<file path="src/rtl/lag_meter_if.sv">
// -----------------------------------------------------------------------------
// lag_meter_if
//   Result stream from lag_meter to the reporting/OSD logic.
//
//   Handshake: a word moves on a rising clock edge where result_valid and
//   result_ready are both high. While result_valid is high and result_ready is
//   low, the producer holds result_channel/result_cycles/result_timeout and
//   result_valid steady. result_valid never drops without a transfer, except
//   on reset.
//
//   Signals:
//     result_valid   : producer has a word
//     result_ready   : consumer accepts the word
//     result_channel : sensor channel the word belongs to
//     result_cycles  : measured lag in clocks
//     result_timeout : channel never confirmed before the timeout
//
//   Modports: master = lag_meter side, slave = consumer side.
// -----------------------------------------------------------------------------
interface lag_meter_if #(
  parameter int COUNTER_WIDTH = 24
);
  logic                     result_valid;
  logic                     result_ready;
  logic [2:0]               result_channel;
  logic [COUNTER_WIDTH-1:0] result_cycles;
  logic                     result_timeout;

  modport master (
    output result_valid,
    output result_channel,
    output result_cycles,
    output result_timeout,
    input  result_ready
  );

  modport slave (
    input  result_valid,
    input  result_channel,
    input  result_cycles,
    input  result_timeout,
    output result_ready
  );
endinterface

</file>
<file path="src/rtl/lag_meter.sv">
// -----------------------------------------------------------------------------
// lag_meter
//   Multi-channel input-lag measurement engine. A start pulse marks the first
//   pixel of the flash frame; each photo-sensor channel is timed to its first
//   debounced rising edge and one result word per channel is then streamed
//   out in channel order.
//
//   Ports:
//     clock, reset_n : pixel clock, asynchronous active-low reset
//     start          : one-cycle pulse, accepted only in IDLE
//     sensor         : raw asynchronous sensor inputs
//     busy           : high while measuring or reporting
//     led            : debounced synchronised level per channel
//     dbg_state      : current FSM state (IDLE=0, MEASURE=1, REPORT=2)
//     res            : result stream (lag_meter_if.master)
//
//   Optional feature: define LAG_METER_AVERAGE_EN to average 2^AVG_LOG2
//   measurement runs per report. Without it no accumulator logic exists.
// -----------------------------------------------------------------------------
module lag_meter #(
  parameter int          CHANNELS        = 2,
  parameter int          COUNTER_WIDTH   = 24,
  parameter int unsigned MAX_CYCLES      = 24'hFFFFFF,
  parameter int          SYNC_STAGES     = 2,
  parameter int          DEBOUNCE_CYCLES = 16,
  parameter int          AVG_LOG2        = 3
) (
  input  logic                clock,
  input  logic                reset_n,
  input  logic                start,
  input  logic [CHANNELS-1:0] sensor,
  output logic                busy,
  output logic [CHANNELS-1:0] led,
  output logic [1:0]          dbg_state,
  lag_meter_if.master         res
);

  if (CHANNELS < 1 || CHANNELS > 8 || SYNC_STAGES < 2 || DEBOUNCE_CYCLES < 1 ||
      AVG_LOG2 < 0 || 64'(MAX_CYCLES) >= (64'd1 << COUNTER_WIDTH)) begin : g_param_check
    $error("lag_meter: illegal parameter combination");
  end

  typedef enum logic [1:0] {
    S_IDLE    = 2'd0,
    S_MEASURE = 2'd1,
    S_REPORT  = 2'd2
  } state_e;

  localparam int DW    = $clog2(DEBOUNCE_CYCLES + 1);
  localparam int IDX_W = (CHANNELS > 1) ? $clog2(CHANNELS) : 1;

  localparam logic [DW-1:0]            DEB_FULL = DW'(DEBOUNCE_CYCLES);
  localparam logic [DW-1:0]            DEB_LAST = DW'(DEBOUNCE_CYCLES - 1);
  localparam logic [COUNTER_WIDTH-1:0] MAX_C    = COUNTER_WIDTH'(MAX_CYCLES);
  localparam logic [COUNTER_WIDTH-1:0] SYNC_LAT = COUNTER_WIDTH'(SYNC_STAGES - 1);
  localparam logic [IDX_W-1:0]         LAST_IDX = IDX_W'(CHANNELS - 1);

  // ---------------------------------------------------------------------------
  // State
  // ---------------------------------------------------------------------------
  state_e                   state_q, state_d;
  logic [COUNTER_WIDTH-1:0] cnt_q, cnt_d;

  logic [SYNC_STAGES-1:0]   sync_q [CHANNELS];
  logic [SYNC_STAGES-1:0]   sync_d [CHANNELS];
  logic [DW-1:0]            hi_q   [CHANNELS];
  logic [DW-1:0]            hi_d   [CHANNELS];
  logic [COUNTER_WIDTH-1:0] cap_q  [CHANNELS];
  logic [COUNTER_WIDTH-1:0] cap_d  [CHANNELS];

  logic [CHANNELS-1:0]      lvl;
  logic [CHANNELS-1:0]      led_q, led_d;
  logic [CHANNELS-1:0]      armed_q, armed_d;
  logic [CHANNELS-1:0]      pend_q, pend_d;
  logic [CHANNELS-1:0]      done_q, done_d;
  logic [CHANNELS-1:0]      to_q, to_d;

  logic [IDX_W-1:0]         idx_q, idx_d;
  logic [IDX_W-1:0]         nxt_idx;
  logic                     busy_q, busy_d;
  logic                     valid_q, valid_d;
  logic [2:0]               chan_q, chan_d;
  logic [COUNTER_WIDTH-1:0] cycles_q, cycles_d;
  logic                     timeout_q, timeout_d;

  logic                     timed_out;
  logic                     measure_exit;
  logic                     enter_report;

`ifdef LAG_METER_AVERAGE_EN
  localparam int                SUM_W     = COUNTER_WIDTH + AVG_LOG2;
  localparam logic [AVG_LOG2:0] RUNS_LAST = (AVG_LOG2 + 1)'((1 << AVG_LOG2) - 1);

  logic [SUM_W-1:0]    sum_q [CHANNELS];
  logic [SUM_W-1:0]    sum_d [CHANNELS];
  logic [CHANNELS-1:0] tacc_q, tacc_d;
  logic [AVG_LOG2:0]   run_q, run_d;
`endif

  // Level seen by the measurement logic is the last synchroniser stage.
  always_comb begin
    for (int c = 0; c < CHANNELS; c++) begin
      lvl[c] = sync_q[c][SYNC_STAGES-1];
    end
  end

  // ---------------------------------------------------------------------------
  // Next-state logic
  // ---------------------------------------------------------------------------
  always_comb begin
    state_d      = state_q;
    cnt_d        = cnt_q;
    led_d        = led_q;
    armed_d      = armed_q;
    pend_d       = pend_q;
    done_d       = done_q;
    to_d         = to_q;
    idx_d        = idx_q;
    nxt_idx      = idx_q + 1'b1;
    busy_d       = busy_q;
    valid_d      = valid_q;
    chan_d       = chan_q;
    cycles_d     = cycles_q;
    timeout_d    = timeout_q;
    timed_out    = 1'b0;
    measure_exit = 1'b0;
    enter_report = 1'b0;
    for (int c = 0; c < CHANNELS; c++) begin
      sync_d[c] = {sync_q[c][SYNC_STAGES-2:0], sensor[c]};
      cap_d[c]  = cap_q[c];
      // Run length of consecutive high samples, saturating at DEBOUNCE_CYCLES.
      if (!lvl[c])                hi_d[c] = '0;
      else if (hi_q[c] == DEB_FULL) hi_d[c] = hi_q[c];
      else                        hi_d[c] = hi_q[c] + 1'b1;
      led_d[c] = (hi_d[c] == DEB_FULL);
    end
`ifdef LAG_METER_AVERAGE_EN
    tacc_d = tacc_q;
    run_d  = run_q;
    for (int c = 0; c < CHANNELS; c++) begin
      sum_d[c] = sum_q[c];
    end
`endif

    case (state_q)
      S_IDLE: begin
        if (start) begin
          state_d = S_MEASURE;
          cnt_d   = '0;
          armed_d = '0;
          pend_d  = '0;
          done_d  = '0;
          to_d    = '0;
          busy_d  = 1'b1;
`ifdef LAG_METER_AVERAGE_EN
          // Only the first run of a batch clears the accumulators.
          if (run_q == '0) begin
            tacc_d = '0;
            for (int c = 0; c < CHANNELS; c++) begin
              sum_d[c] = '0;
            end
          end
`endif
        end
      end

      S_MEASURE: begin
        if (cnt_q != MAX_C) cnt_d = cnt_q + 1'b1;
        timed_out = (cnt_q == MAX_C);

        for (int c = 0; c < CHANNELS; c++) begin
          if (!done_q[c]) begin
            if (!armed_q[c]) begin
              // A channel must see low first so a stuck-high sensor times out.
              if (!lvl[c]) armed_d[c] = 1'b1;
            end else if (!pend_q[c]) begin
              if (lvl[c]) begin
                // Rising edge: back out the synchroniser latency so the value
                // is referred to the edge where stage 1 first sampled high.
                pend_d[c] = 1'b1;
                cap_d[c]  = (cnt_q >= SYNC_LAT) ? (cnt_q - SYNC_LAT) : '0;
                if (hi_q[c] == DEB_LAST) begin
                  pend_d[c] = 1'b0;
                  done_d[c] = 1'b1;
                end
              end
            end else begin
              if (!lvl[c]) begin
                pend_d[c] = 1'b0;          // glitch: drop candidate, stay armed
              end else if (hi_q[c] == DEB_LAST) begin
                pend_d[c] = 1'b0;
                done_d[c] = 1'b1;
              end
            end
          end
        end

        measure_exit = (&done_d) || timed_out;

        if (measure_exit) begin
          // Confirmations from this same cycle are already in done_d, so a
          // simultaneous confirm beats the timeout.
          for (int c = 0; c < CHANNELS; c++) begin
            if (!done_d[c]) begin
              cap_d[c]  = MAX_C;
              to_d[c]   = 1'b1;
              pend_d[c] = 1'b0;
            end
          end
`ifdef LAG_METER_AVERAGE_EN
          for (int c = 0; c < CHANNELS; c++) begin
            sum_d[c]  = sum_q[c] + SUM_W'(cap_d[c]);
            tacc_d[c] = tacc_q[c] | to_d[c];
          end
          if (run_q == RUNS_LAST) begin
            for (int c = 0; c < CHANNELS; c++) begin
              cap_d[c] = COUNTER_WIDTH'(sum_d[c] >> AVG_LOG2);
              to_d[c]  = tacc_d[c];
            end
            run_d        = '0;
            enter_report = 1'b1;
          end else begin
            // Gap between runs: IDLE with busy held high.
            run_d   = run_q + 1'b1;
            state_d = S_IDLE;
          end
`else
          enter_report = 1'b1;
`endif
        end

        if (enter_report) begin
          state_d   = S_REPORT;
          idx_d     = '0;
          valid_d   = 1'b1;
          chan_d    = 3'd0;
          cycles_d  = cap_d[0];
          timeout_d = to_d[0];
        end
      end

      S_REPORT: begin
        // result_valid is always high in REPORT; a word moves when ready is high.
        if (res.result_ready) begin
          if (idx_q == LAST_IDX) begin
            state_d   = S_IDLE;
            busy_d    = 1'b0;
            valid_d   = 1'b0;
            chan_d    = 3'd0;
            cycles_d  = '0;
            timeout_d = 1'b0;
          end else begin
            idx_d     = nxt_idx;
            chan_d    = 3'(nxt_idx);
            cycles_d  = cap_q[nxt_idx];
            timeout_d = to_q[nxt_idx];
          end
        end
      end

      default: begin
        state_d = S_IDLE;
        busy_d  = 1'b0;
        valid_d = 1'b0;
      end
    endcase
  end

  // ---------------------------------------------------------------------------
  // Registers
  // ---------------------------------------------------------------------------
  always_ff @(posedge clock or negedge reset_n) begin
    if (!reset_n) begin
      state_q   <= S_IDLE;
      cnt_q     <= '0;
      led_q     <= '0;
      armed_q   <= '0;
      pend_q    <= '0;
      done_q    <= '0;
      to_q      <= '0;
      idx_q     <= '0;
      busy_q    <= 1'b0;
      valid_q   <= 1'b0;
      chan_q    <= 3'd0;
      cycles_q  <= '0;
      timeout_q <= 1'b0;
      for (int c = 0; c < CHANNELS; c++) begin
        sync_q[c] <= '0;
        hi_q[c]   <= '0;
        cap_q[c]  <= '0;
      end
`ifdef LAG_METER_AVERAGE_EN
      tacc_q <= '0;
      run_q  <= '0;
      for (int c = 0; c < CHANNELS; c++) begin
        sum_q[c] <= '0;
      end
`endif
    end else begin
      state_q   <= state_d;
      cnt_q     <= cnt_d;
      led_q     <= led_d;
      armed_q   <= armed_d;
      pend_q    <= pend_d;
      done_q    <= done_d;
      to_q      <= to_d;
      idx_q     <= idx_d;
      busy_q    <= busy_d;
      valid_q   <= valid_d;
      chan_q    <= chan_d;
      cycles_q  <= cycles_d;
      timeout_q <= timeout_d;
      for (int c = 0; c < CHANNELS; c++) begin
        sync_q[c] <= sync_d[c];
        hi_q[c]   <= hi_d[c];
        cap_q[c]  <= cap_d[c];
      end
`ifdef LAG_METER_AVERAGE_EN
      tacc_q <= tacc_d;
      run_q  <= run_d;
      for (int c = 0; c < CHANNELS; c++) begin
        sum_q[c] <= sum_d[c];
      end
`endif
    end
  end

  assign busy               = busy_q;
  assign led                = led_q;
  assign dbg_state          = state_q;
  assign res.result_valid   = valid_q;
  assign res.result_channel = chan_q;
  assign res.result_cycles  = cycles_q;
  assign res.result_timeout = timeout_q;

endmodule

</file>
<file path="src/flat_wrapper.sv">
// flat-port wrapper written by rule: the top's interface ports become plain ports
module lag_meter_flat 
#(
  parameter int          CHANNELS        = 2,
  parameter int          COUNTER_WIDTH   = 24,
  parameter int unsigned MAX_CYCLES      = 24'hFFFFFF,
  parameter int          SYNC_STAGES     = 2,
  parameter int          DEBOUNCE_CYCLES = 16,
  parameter int          AVG_LOG2        = 3
)
  (clock, reset_n, start, sensor, busy, led, dbg_state, res_result_valid, res_result_channel, res_result_cycles, res_result_timeout, res_result_ready);
  lag_meter_if #(.COUNTER_WIDTH(COUNTER_WIDTH)) res_i ();
  input  logic clock;
  input  logic reset_n;
  input  logic start;
  input  logic [CHANNELS-1:0] sensor;
  output logic busy;
  output logic [CHANNELS-1:0] led;
  output logic [1:0] dbg_state;
  output wire logic [$bits(res_i.result_valid)-1:0] res_result_valid;
  output wire logic [$bits(res_i.result_channel)-1:0] res_result_channel;
  output wire logic [$bits(res_i.result_cycles)-1:0] res_result_cycles;
  output wire logic [$bits(res_i.result_timeout)-1:0] res_result_timeout;
  input wire logic [$bits(res_i.result_ready)-1:0] res_result_ready;
  assign res_result_valid = res_i.result_valid;
  assign res_result_channel = res_i.result_channel;
  assign res_result_cycles = res_i.result_cycles;
  assign res_result_timeout = res_i.result_timeout;
  assign res_i.result_ready = res_result_ready;
  lag_meter #(.CHANNELS(CHANNELS), .COUNTER_WIDTH(COUNTER_WIDTH), .MAX_CYCLES(MAX_CYCLES), .SYNC_STAGES(SYNC_STAGES), .DEBOUNCE_CYCLES(DEBOUNCE_CYCLES), .AVG_LOG2(AVG_LOG2)) u_core (.clock(clock), .reset_n(reset_n), .start(start), .sensor(sensor), .busy(busy), .led(led), .dbg_state(dbg_state), .res(res_i));
endmodule
</file>
<file path="config.mk">
export PLATFORM = sky130hd
export DESIGN_NAME = lag_meter_flat
export DESIGN_NICKNAME = d
export VERILOG_FILES = /design/src/rtl/lag_meter_if.sv /design/src/rtl/lag_meter.sv /design/src/flat_wrapper.sv
export SDC_FILE = /design/constraint.sdc
export NUM_CORES = 1
export LEC_CHECK = 0
export CAP_MARGIN = 10
export CORE_AREA = 2 2 118 120
export DETAILED_ROUTE_END_ITERATION = 10
export DIE_AREA = 0 0 120 122
export PLACE_DENSITY = 0.71
export SLEW_MARGIN = 25
export SYNTH_ARGS = -nofsm -noshare
export SYNTH_HDL_FRONTEND = slang
export SYNTH_SLANG_ARGS = --single-unit
</file>
<file path="constraint.sdc">
create_clock -name clock -period 3.05 [get_ports clock]
set_input_delay 0.4575 -clock clock [delete_from_list [all_inputs] [get_ports clock]]
set_output_delay 0.4575 -clock clock [all_outputs]
set_load 0.1 [all_outputs]
</file>
-- After elaboration in Yosys (flattened, before gate mapping)
Index checks and enable logic that the tools add are counted.
- register bits after elaboration: 129
- input port bits: 6
- logic and storage cells: 153
- $add $sub $neg: 5
- $lt $le $gt $ge: 3
- eq/ne operators: 19
- muxes and demuxes: 88
- bitwise logic cells: 3
- reductions and logical operators: 14
- operator list (operator ; count):
    2-to-1 mux 24 bit ; 19
    one-hot mux 24 bit (2 select lines) ; 2
    2-to-1 mux 48 bit ; 1
    2-to-1 mux 1 bit ; 43
    adder 24 x 1 -> 24 bit, second input constant ; 1
    == test 24 bit, second input constant ; 1
    greater-or-equal comparator 24 x 1 -> 1 bit, second input constant ; 1
    inequality test 24 bit, second input constant ; 1
    subtractor 24 x 1 -> 24 bit, second input constant ; 1
    == test 5 bit, second input constant ; 4
    2-to-1 mux 5 bit ; 4
    one-hot mux 2 bit (2 select lines) ; 4
    AND reduction 4 bit ; 4
    2-to-1 mux 2 bit ; 7
    AND reduction 3 bit ; 4
    adder 5 x 1 -> 5 bit, second input constant ; 2
    == test 5 x 4 -> 1 bit, second input constant ; 2
    inequality test 2 bit, second input constant ; 5
    inequality test 2 x 1 -> 1 bit, second input constant ; 4
    2-to-1 mux 3 bit ; 2
    one-hot mux 1 bit (3 select lines) ; 2
    one-hot mux 2 bit (3 select lines) ; 1
    one-hot mux 3 bit (2 select lines) ; 1
    one-hot mux 1 bit (2 select lines) ; 2
    11 further kinds ; 14

-- Logic depth before layout (Yosys ltp)
Gate-level depths: netlist of run 1.
- depth after elaboration: 12
- gate-level depth with buffers: 10
- gate-level depth less buffers: 9

-- Worst setup path before layout of run 1
No wires, ideal clock.
- path kind: register -> register
- start: register u_core.state_q[1] (netlist: u_core.dbg_state[1])
- end: register u_core.cycles_q[23] (netlist: u_core.res.result_cycles[23])
- setup time: 87 ps
- data arrival time: 2465 ps
- required time: 2963 ps
- setup slack: 498 ps
- stages on the path, launching flop included: 9
- buffers on the path: 2
- clock period less this slack: 2552 ps
- path through: dfrtp_1 nand2b_1 buf_2 nor3_1 a21o_1 a21oi_1 clkbuf_1 nand2_1 o211ai_1
- word-level cells in the longest chain between the ends: 3
- elaborated cells on any way between the ends: 7
- RTL lines (item ; line ; source):
    from (decl) ; lag_meter.sv:61 ; state_e state_q, state_d;
    from (signal assigned) ; lag_meter.sv:300 ; state_q <= state_d;
    == test 2 x 1 -> 1 bit or == test 2 bit (tied branches) ; lag_meter.sv:145 ; case (state_q)
    inequality test 2 x 1 -> 1 bit (no line) (tied with other cells) ; - ;
    AND reduction 3 bit (no line) ; - ;
    to (signal assigned) ; lag_meter.sv:311 ; cycles_q <= cycles_d;
    to (decl) ; lag_meter.sv:83 ; logic [COUNTER_WIDTH-1:0] cycles_q, cycles_d;
Parallel ways exist; a longest one is shown, timed or not.
A chain may end at the register's enable or synchronous reset.

-- Final worst setup path of run 1
- start: register u_core.hi_q[5] in the netlist's numbering
- end: register u_core.cycles_q[15] (netlist: u_core.res.result_cycles[15])
- word-level cells in the longest chain between the ends: 12
- elaborated cells on any way between the ends: 16
- RTL lines (item ; line ; source):
    from (decl) ; lag_meter.sv:66 ; logic [DW-1:0] hi_q [CHANNELS];
    from (signal, indexed assignment) ; lag_meter.sv:315 ; hi_q[c] <= hi_d[c];
    == test 5 x 4 -> 1 bit (*) ; lag_meter.sv:182, lag_meter.sv:190 ;
    2-to-1 mux 1 bit (*) ; lag_meter.sv:182, lag_meter.sv:190 ;
    2-to-1 mux 1 bit (*) ; lag_meter.sv:177, lag_meter.sv:188 ;
    2-to-1 mux 1 bit (*) ; lag_meter.sv:173 ; if (!armed_q[c]) begin
    2-to-1 mux 1 bit (*) ; lag_meter.sv:172 ; if (!done_q[c]) begin
    2-to-1 mux 1 bit (*) ; lag_meter.sv:145 ;
    AND reduction 2 bit ; lag_meter.sv:198 ; measure_exit = (&done_d) || timed_out;
    logical OR 1 bit ; lag_meter.sv:198 ;
    2-to-1 mux 1 bit ; lag_meter.sv:200 ; if (measure_exit) begin
    2-to-1 mux 1 bit ; lag_meter.sv:145 ;
    inequality test 2 x 1 -> 1 bit (no line) ; - ;
    AND reduction 3 bit (no line) ; - ;
Mark *: on every way between the ends. The rest lies on a longest branch, timed or not. The select of a mux whose other input is x is not followed.

==> results of run 1 <==
[metal layers]
| metal | up-vias | part of all wire |
|---|---|---|
| met5 | - | 0 |
| met4 | 0 | 0.026 |
| met3 | 38 | 0.063 |
| met2 | 238 | 0.47 |
| met1 | 2785 | 0.44 |
| li1 | 2601 | - |
[cells in the mapped netlist (all sizes together), types with 2 or more instances]
master	instances	area [µm²]
nor2	92	345
nor2b	5	31.3
a31oi	13	81.3
nand4	16	113
or2	7	43.8
o21a	3	22.5
clkbuf	28	106
nand2	68	255
a221oi	4	35.0
o211ai	8	60.1
a21boi	5	37.5
o21ai	27	135
nand3b	4	30.0
xnor2	20	175
nor3	20	116
mux2i	2	20.0
o41ai	2	17.5
and4	3	26.3
xor2	15	131
a21o	2	15.0
dfrtp	127	3180
or3	9	56.3
a21oi	70	369
o22a	15	131
o31ai	10	75.1
nor4	10	114
or4	7	56.3
a311oi	3	32.5
buf	16	97.6
inv	17	63.8
a211oi	4	30.0
nand2b	7	43.8
and2	8	50.1
and3	11	68.8
a211o	4	35.0
nand3	27	145
ha	9	113
o22ai	6	37.5
[how the worst max path moves through the flow]
stage / slack (ps) / from / endpoint / depth (start not counted)
2_1_floorplan: 500 / u_core.dbg_state[1] / u_core.res.result_cycles[23] / 8
3_3_place_gp: 330 / u_core.cnt_q[0] / u_core.res.result_cycles[1] / 8
3_5_place_dp: 260 / u_core.hi_q[5] / u_core.res.result_cycles[15] / 7
4_1_cts: 240 / u_core.hi_q[5] / u_core.res.result_cycles[15] / 7
5_1_grt: 40 / u_core.hi_q[5] / u_core.res.result_cycles[15] / 9
6_report: 160 / u_core.hi_q[5] / u_core.res.result_cycles[15] / 7
[cell type report]
type | instances | area share
clock inverter | 6 | 0.0140
tap | 180 | 0.0293
multi-input combinational | 527 | 0.409
sequential | 127 | 0.414
inverter | 17 | 0.00831
timing repair buffer | 59 | 0.0623
clock buffer | 24 | 0.0627
[per-stage QoR]
stage	instances	utilization	worst slack [ps]	area, µm²	hold slack [ps]
after floorplan	715	-	498	6590	162
after global placement	910	0.525	327	7090	335
after detailed placement	910	0.525	265	7090	346
after CTS	940	0.569	237	7680	93.3
after global routing	940	0.569	35.8	7680	128
final	940	0.569	156	7680	72.9
[state kept, by name, indices dropped and copies added, names as in the netlist]
register                   flops
u_core.pend_q                  2
u_core.busy                    1
u_core.done_q                  2
u_core.res.result_cycles      24
u_core.idx_q                   1
u_core.res.result_valid        1
u_core.res.result_timeout      1
u_core.led                     2
u_core.hi_q                   10
u_core.cnt_q                  24
u_core.armed_q                 2
u_core.sync_d                  2
u_core.to_q                    2
u_core.dbg_state               2
u_core.res.result_channel      1
u_core.lvl                     2
u_core.cap_q                  48
[power groups by stage]
stage	Clock [mW]	Combinational (mW)	Sequential, mW
finish	2.05	1.21	2.28
global route	2.15	1.35	2.32
CTS	2.07	1.20	2.27
detailed placement	0	1.20	2.29
global placement	0	1.17	2.27
floorplan	0	0.951	2.17
[kinds of logic (layout without fill, tap and decap cells)]
| kind of cell | after synthesis | after routing |
|---|---|---|
| and+or+nand+nor | 297 | 297 |
| muxes | 3 | 3 |
| AOI/OAI and AO/OA | 181 | 181 |
| adders and majority gates | 9 | 9 |
| other | 1 | 2 |
| xor gates and xnor gates | 35 | 35 |
| buffers and inverters | 61 | 106 |
| DFF | 127 | 127 |
[cells in the final DEF (no fill, tap or decap), drive strengths merged, types with 3 or more instances in the layout]
cell,n
nand3,27
o211ai,8
and4,3
and3,11
o21ai,27
bufinv,3
clkdlybuf4s50,4
xor2,15
nor3,20
buf,55
or3,9
or2,7
ha,9
inv,17
a211o,4
nand4,16
nor4,10
a21oi,70
clkbuf,24
a31oi,13
xnor2,20
o22a,15
a221oi,4
nor2,92
nand2b,7
dfrtp,127
a311oi,3
o21a,3
o31ai,10
and2,8
a21boi,5
nor2b,5
o22ai,6
nand2,68
or4,7
a211oi,4
nand3b,4
==> flow_metrics.tcl, run 1 <==
set metrics [dict create \
    status "completed" \
    arrival_ps 3260 \
    cts_buffers 17 \
    cp_max_fo 10 \
    ctsHoldBuffers 0 \
    yosys.area_share.xor_xnor 0.0466 \
    avgSynthCellArea_um2 9.22 \
    crit_chain "ha_1 -> and3_1 -> ha_1 -> a31oi_1 -> nand4_2 -> o21ai_1 -> o32a_1" \
    mappedNetlistArea_mm2 0.00658 \
    place.detailed.hpwl_um 12100 \
    finalHoldViolCount 0 \
    fp.dieArea_mm2 0.0146 \
    first_pass_iters 5 \
    worstMarginPinSlew_ps 741 \
    cts-root-buf "clkbuf_16" \
    slowest_stage "o21ai_1" \
    seq_power_share 0.412 \
    die_w_um 120 \
    p_per_area_mw_per_mm2 721 \
    grt_pass1_wl_um 28700 \
    irDropWorstVdd_mv 0.419 \
    max_stage_delay_ps 620 \
    grt.overflow.total 0 \
    multiInputGateArea_mm2 0.00314 \
    combPwrFrac 0.219 \
    reg2reg_from "u_core.hi_q[5]" \
    drt_iter0_drc 678 \
    async_flop_share 1.00 \
    grt_max_degree 57 \
    htreeDepth 4 \
    end_kind "flip-flop" \
    antenna_found_initial 0 \
    cts_num_sinks 127 \
    path_class "flip-flop to flip-flop" \
    postSynthCellCount 714 \
    post-route-drc-count 0 \
    drive_gt1_frac 0.141 \
    ff2ff_setup_slack_ps 160 \
    synth_warnings 0 \
    post_drt_wl_per_cell_um 18.4 \
    io_pins 40 \
    synth_ff_type "dfrtp_1" \
    drv_cap 0 \
    gp_congestion 0.899 \
    worst-path-buf-inv 0 \
    ys_ff_latch 127 \
    cts_tree "built" \
    slew_viol_final 0 \
    setup_tns_ps 0 \
    start_util 0.487 \
    seq_area_mm2 0.00318 \
    synthMuxAreaShare 0.00475 \
    vias_per_cell 6.02 \
    clk-insertion-delay-late_ps 430 \
    nets 764 \
    synth_compound_area_frac 0.176 \
    internal_power_mw 3.79 \
    synth_top_family_by_area "simple AND/OR/NAND/NOR gates" \
    grt_pass1_vias 5570 \
    cp_top_family "compound AO/OA/AOI/OAI gates" \
    row_count 43 \
    num-fill-cells 1168 \
    crit_path_start_kind "flip-flop" \
    use_met2 0.400 \
    rsz0062_at_grt "false" \
    relSlewSlack 0.504 \
    r2r_end "u_core.res.result_cycles[15]" \
    io_buffers 37 \
    cts_resized 0 \
    crit_required_ps 3410 \
    timing.fmax_mhz 346 \
    clkPwrFrac 0.370 \
    power_switching_mw 1.74 \
    synthDistinctLibCells 63 \
    drtAntennaViolNets 0 \
    dieHeight_um 122 \
    finalSetupViolCount 0 \
    fin_skew_ps 6.81 \
    antennaDiodeCount 0 \
    coreArea_mm2 0.0135 \
    rr_worst_depth 7 \
    post-cts-setup-buffers 0 \
    fin_crit_sh 0.949 \
    ys_seq_area_frac 0.483 \
    p_sw_frac 0.314 \
    synthAdderAreaFrac 0.0171 \
    hold_class "input port to async pin" \
    num_vias 5662 \
    grt-busiest-layer "met2" \
    cts.clk_slew.worst_paths_ps 60 \
    cts_buffer_depth 2 \
    p_leak_nw 3.39 \
    yosys.area_share.simple 0.231 \
    grt_use_total 0.252 \
    p_total_mw 5.53 \
    routed_wl_um 17300 \
    grt_use_met3 0.0482 \
    use_met1 0.340 \
    synth_edf_count 0 \
    area_growth_syn_to_layout_pct 16.7 \
    crit_top_cell "ha_1" \
    min_period_ps 2890 \
]
No activity file was read; power rests on OpenSTA's default activity.
==> run 2: changes to the inputs <==
--- a/config.mk
+++ b/config.mk
@@ -6,10 +6,12 @@
 export NUM_CORES = 1
 export LEC_CHECK = 0
 export CAP_MARGIN = 10
-export CORE_AREA = 2 2 118 120
+export CELL_PAD_IN_SITES_DETAIL_PLACEMENT = 0
+export CELL_PAD_IN_SITES_GLOBAL_PLACEMENT = 2
+export CORE_AREA = 2 2 135 137
 export DETAILED_ROUTE_END_ITERATION = 10
-export DIE_AREA = 0 0 120 122
-export PLACE_DENSITY = 0.71
+export DIE_AREA = 0 0 137 139
+export PLACE_DENSITY = 0.82
 export SLEW_MARGIN = 25
 export SYNTH_ARGS = -nofsm -noshare
 export SYNTH_HDL_FRONTEND = slang
==> flow_metrics.tcl, run 2 (same netlist as run 1, synthesis figures left out) <==
set metrics [dict create \
    max_stage_delay_ps 520 \
    grt_pass1_vias 5473 \
    area_growth_syn_to_layout_pct 19.0 \
    antenna_found_initial 0 \
    routed_wl_um 19100 \
    hold_start "u_core.sync_d[3]" \
    cts.clk_slew.worst_paths_ps 60 \
    end_kind "flip-flop" \
    post-route-drc-count 0 \
    start_util 0.373 \
    antennaDiodeCount 0 \
    arrival_ps 2970 \
    slew_viol_final 0 \
    rr_worst_depth 8 \
    path_class "flip-flop to flip-flop" \
    clk-insertion-delay-late_ps 420 \
    io_buffers 37 \
    multiInputGateArea_mm2 0.00314 \
    timing.fmax_mhz 374 \
    post_drt_wl_per_cell_um 19.1 \
    first_pass_iters 5 \
    rsz0062_at_grt "false" \
    slowest_stage "or3b_2" \
    crit_required_ps 3350 \
    largest_reg_flops 48 \
    ctsHoldBuffers 1 \
    dieHeight_um 139 \
    fin_crit_sh 0.876 \
    regMostFlops "u_core.cap_q" \
    grt_use_total 0.209 \
    cts_num_sinks 127 \
    cts-root-buf "clkbuf_16" \
    htreeDepth 4 \
    p_per_area_mw_per_mm2 728 \
    crit_top_cell "nand3_2" \
    min_to "u_core.lvl[0]" \
    cp_max_fo 10 \
    reg2reg_from "u_core.cnt_q[0]" \
    preCtsSetupSlack_ps 381 \
    post-cts-setup-buffers 0 \
    hold_class "flip-flop to flip-flop" \
    setup_tns_ps 0 \
    num-fill-cells 1717 \
    num_vias 5617 \
    die_w_um 137 \
    timing.hold.ws_ps 350 \
    relSlewSlack 0.525 \
    final-instance-count-excl-fill 997 \
    crit_path_start_kind "flip-flop" \
    r2r_end "u_core.res.result_cycles[15]" \
    grt_max_degree 66 \
    ff2ff_setup_slack_ps 380 \
    hold_path_depth 0 \
    row_count 49 \
    vias_per_cell 5.63 \
    worstMarginPinSlew_ps 709 \
    gp_congestion 0.856 \
    finalSetupViolCount 0 \
    grt_pass1_wl_um 30800 \
    cts_tree "built" \
    nets 770 \
    grt.overflow.total 0 \
    drt_iter0_drc 496 \
    cts_buffers 17 \
    io_pins 40 \
    cts_resized 0 \
    layout_commonest_cell "dfrtp_1" \
    seq_area_mm2 0.00318 \
    place.detailed.hpwl_um 13200 \
    crit_chain "inv_1 -> ha_1 -> or3b_2 -> nor4_4 -> nand3_2 -> nand3_2 -> a21oi_1 -> o32a_1" \
    drv_cap 0 \
    finalHoldViolCount 0 \
    placed_cells 964 \
    worst_slack_ps 377 \
    fp.dieArea_mm2 0.0190 \
    p_total_mw 5.70 \
    final_cell_mix "dfrtp_1 (127), nor2_1 (92), nand2_1 (68), a21oi_1 (66), buf_4 (59)" \
    irDropWorstVdd_mv 0.462 \
    p_leak_nw 3.44 \
    drtAntennaViolNets 0 \
    drive_gt1_frac 0.154 \
    min_period_ps 2670 \
    status "completed" \
    coreArea_mm2 0.0177 \
    fin_skew_ps 10.7 \
    cts_buffer_depth 2 \
]
==> run 2: changes by cell type in the layout (fill, tap and decap cells not counted), sizes merged <==
cell	previous run	this run
inv	17	20
clkbuf	24	20
buf	55	60
bufinv	3	4
dlygate4sd3	0	1
clkinv	2	5
clkinvlp	1	0
==> run 2: report_power, final <==
part | internal (mW) | switching, mW
sequential | 1.98 | 0.287
combinational | 0.481 | 0.739
clock | 1.44 | 0.779
==> run 2: stage by stage <==
stage                     utilization  cell area [µm²]
after floorplan                     -             6590
after global placement          0.406             7170
after detailed placement        0.406             7170
after CTS                       0.443             7830
after global routing            0.443             7830
final                           0.443             7830
==> run 2: critical path: cells and delay by family, from the launching register on <==
kind                     cells  cell delay (ps)
AO/OA/AOI/OAI                2              360
adder cells (fa/ha/maj)      1              200
flip-flops                   1              470
buffers and inverters        1              110
AND/OR/NAND/NOR              4             1430
==> run 2: cell type report <==
class	count	area share
Sequential cell	127	0.406
Inverter	17	0.00815
Multi-Input combinational cell	527	0.401
Clock buffer	20	0.0596
Clock inverter	12	0.0229
Tap cell	229	0.0366
Timing Repair Buffer	65	0.0655
==> run 2: how the worst max path moves through the flow <==
stage	slack (ps)	cells after the start	to	start
floorplan	500	8	u_core.res.result_cycles[23]	u_core.dbg_state[1]
finish	380	8	u_core.res.result_cycles[15]	u_core.cnt_q[0]
detailed placement	380	8	u_core.res.result_cycles[15]	u_core.cnt_q[0]
CTS	380	8	u_core.res.result_cycles[15]	u_core.cnt_q[0]
global placement	470	8	u_core.res.result_cycles[15]	u_core.cnt_q[0]
global route	210	8	u_core.res.result_cycles[15]	u_core.cnt_q[0]
==> run 2: routing by layer <==
metal  share of wire  up-vias  GRT usage
li1                -     2623          -
met1            0.47     2815      0.294
met2            0.47      166      0.328
met3           0.049       13     0.0431
met4          0.0093        0     0.0532
met5               0        -          0
==> run 3: changes to the inputs <==
--- a/config.mk
+++ b/config.mk
@@ -5,6 +5,7 @@
 export SDC_FILE = /design/constraint.sdc
 export NUM_CORES = 1
 export LEC_CHECK = 0
+export ABC_CLOCK_PERIOD_IN_PS = 3050
 export CAP_MARGIN = 10
 export CELL_PAD_IN_SITES_DETAIL_PLACEMENT = 0
 export CELL_PAD_IN_SITES_GLOBAL_PLACEMENT = 2
@@ -12,7 +13,7 @@
 export DETAILED_ROUTE_END_ITERATION = 10
 export DIE_AREA = 0 0 137 139
 export PLACE_DENSITY = 0.82
-export SLEW_MARGIN = 25
+export SLEW_MARGIN = 20
 export SYNTH_ARGS = -nofsm -noshare
 export SYNTH_HDL_FRONTEND = slang
 export SYNTH_SLANG_ARGS = --single-unit
==> results of run 3 <==
Final layout, timing and power as in run 2 (identical DEF).
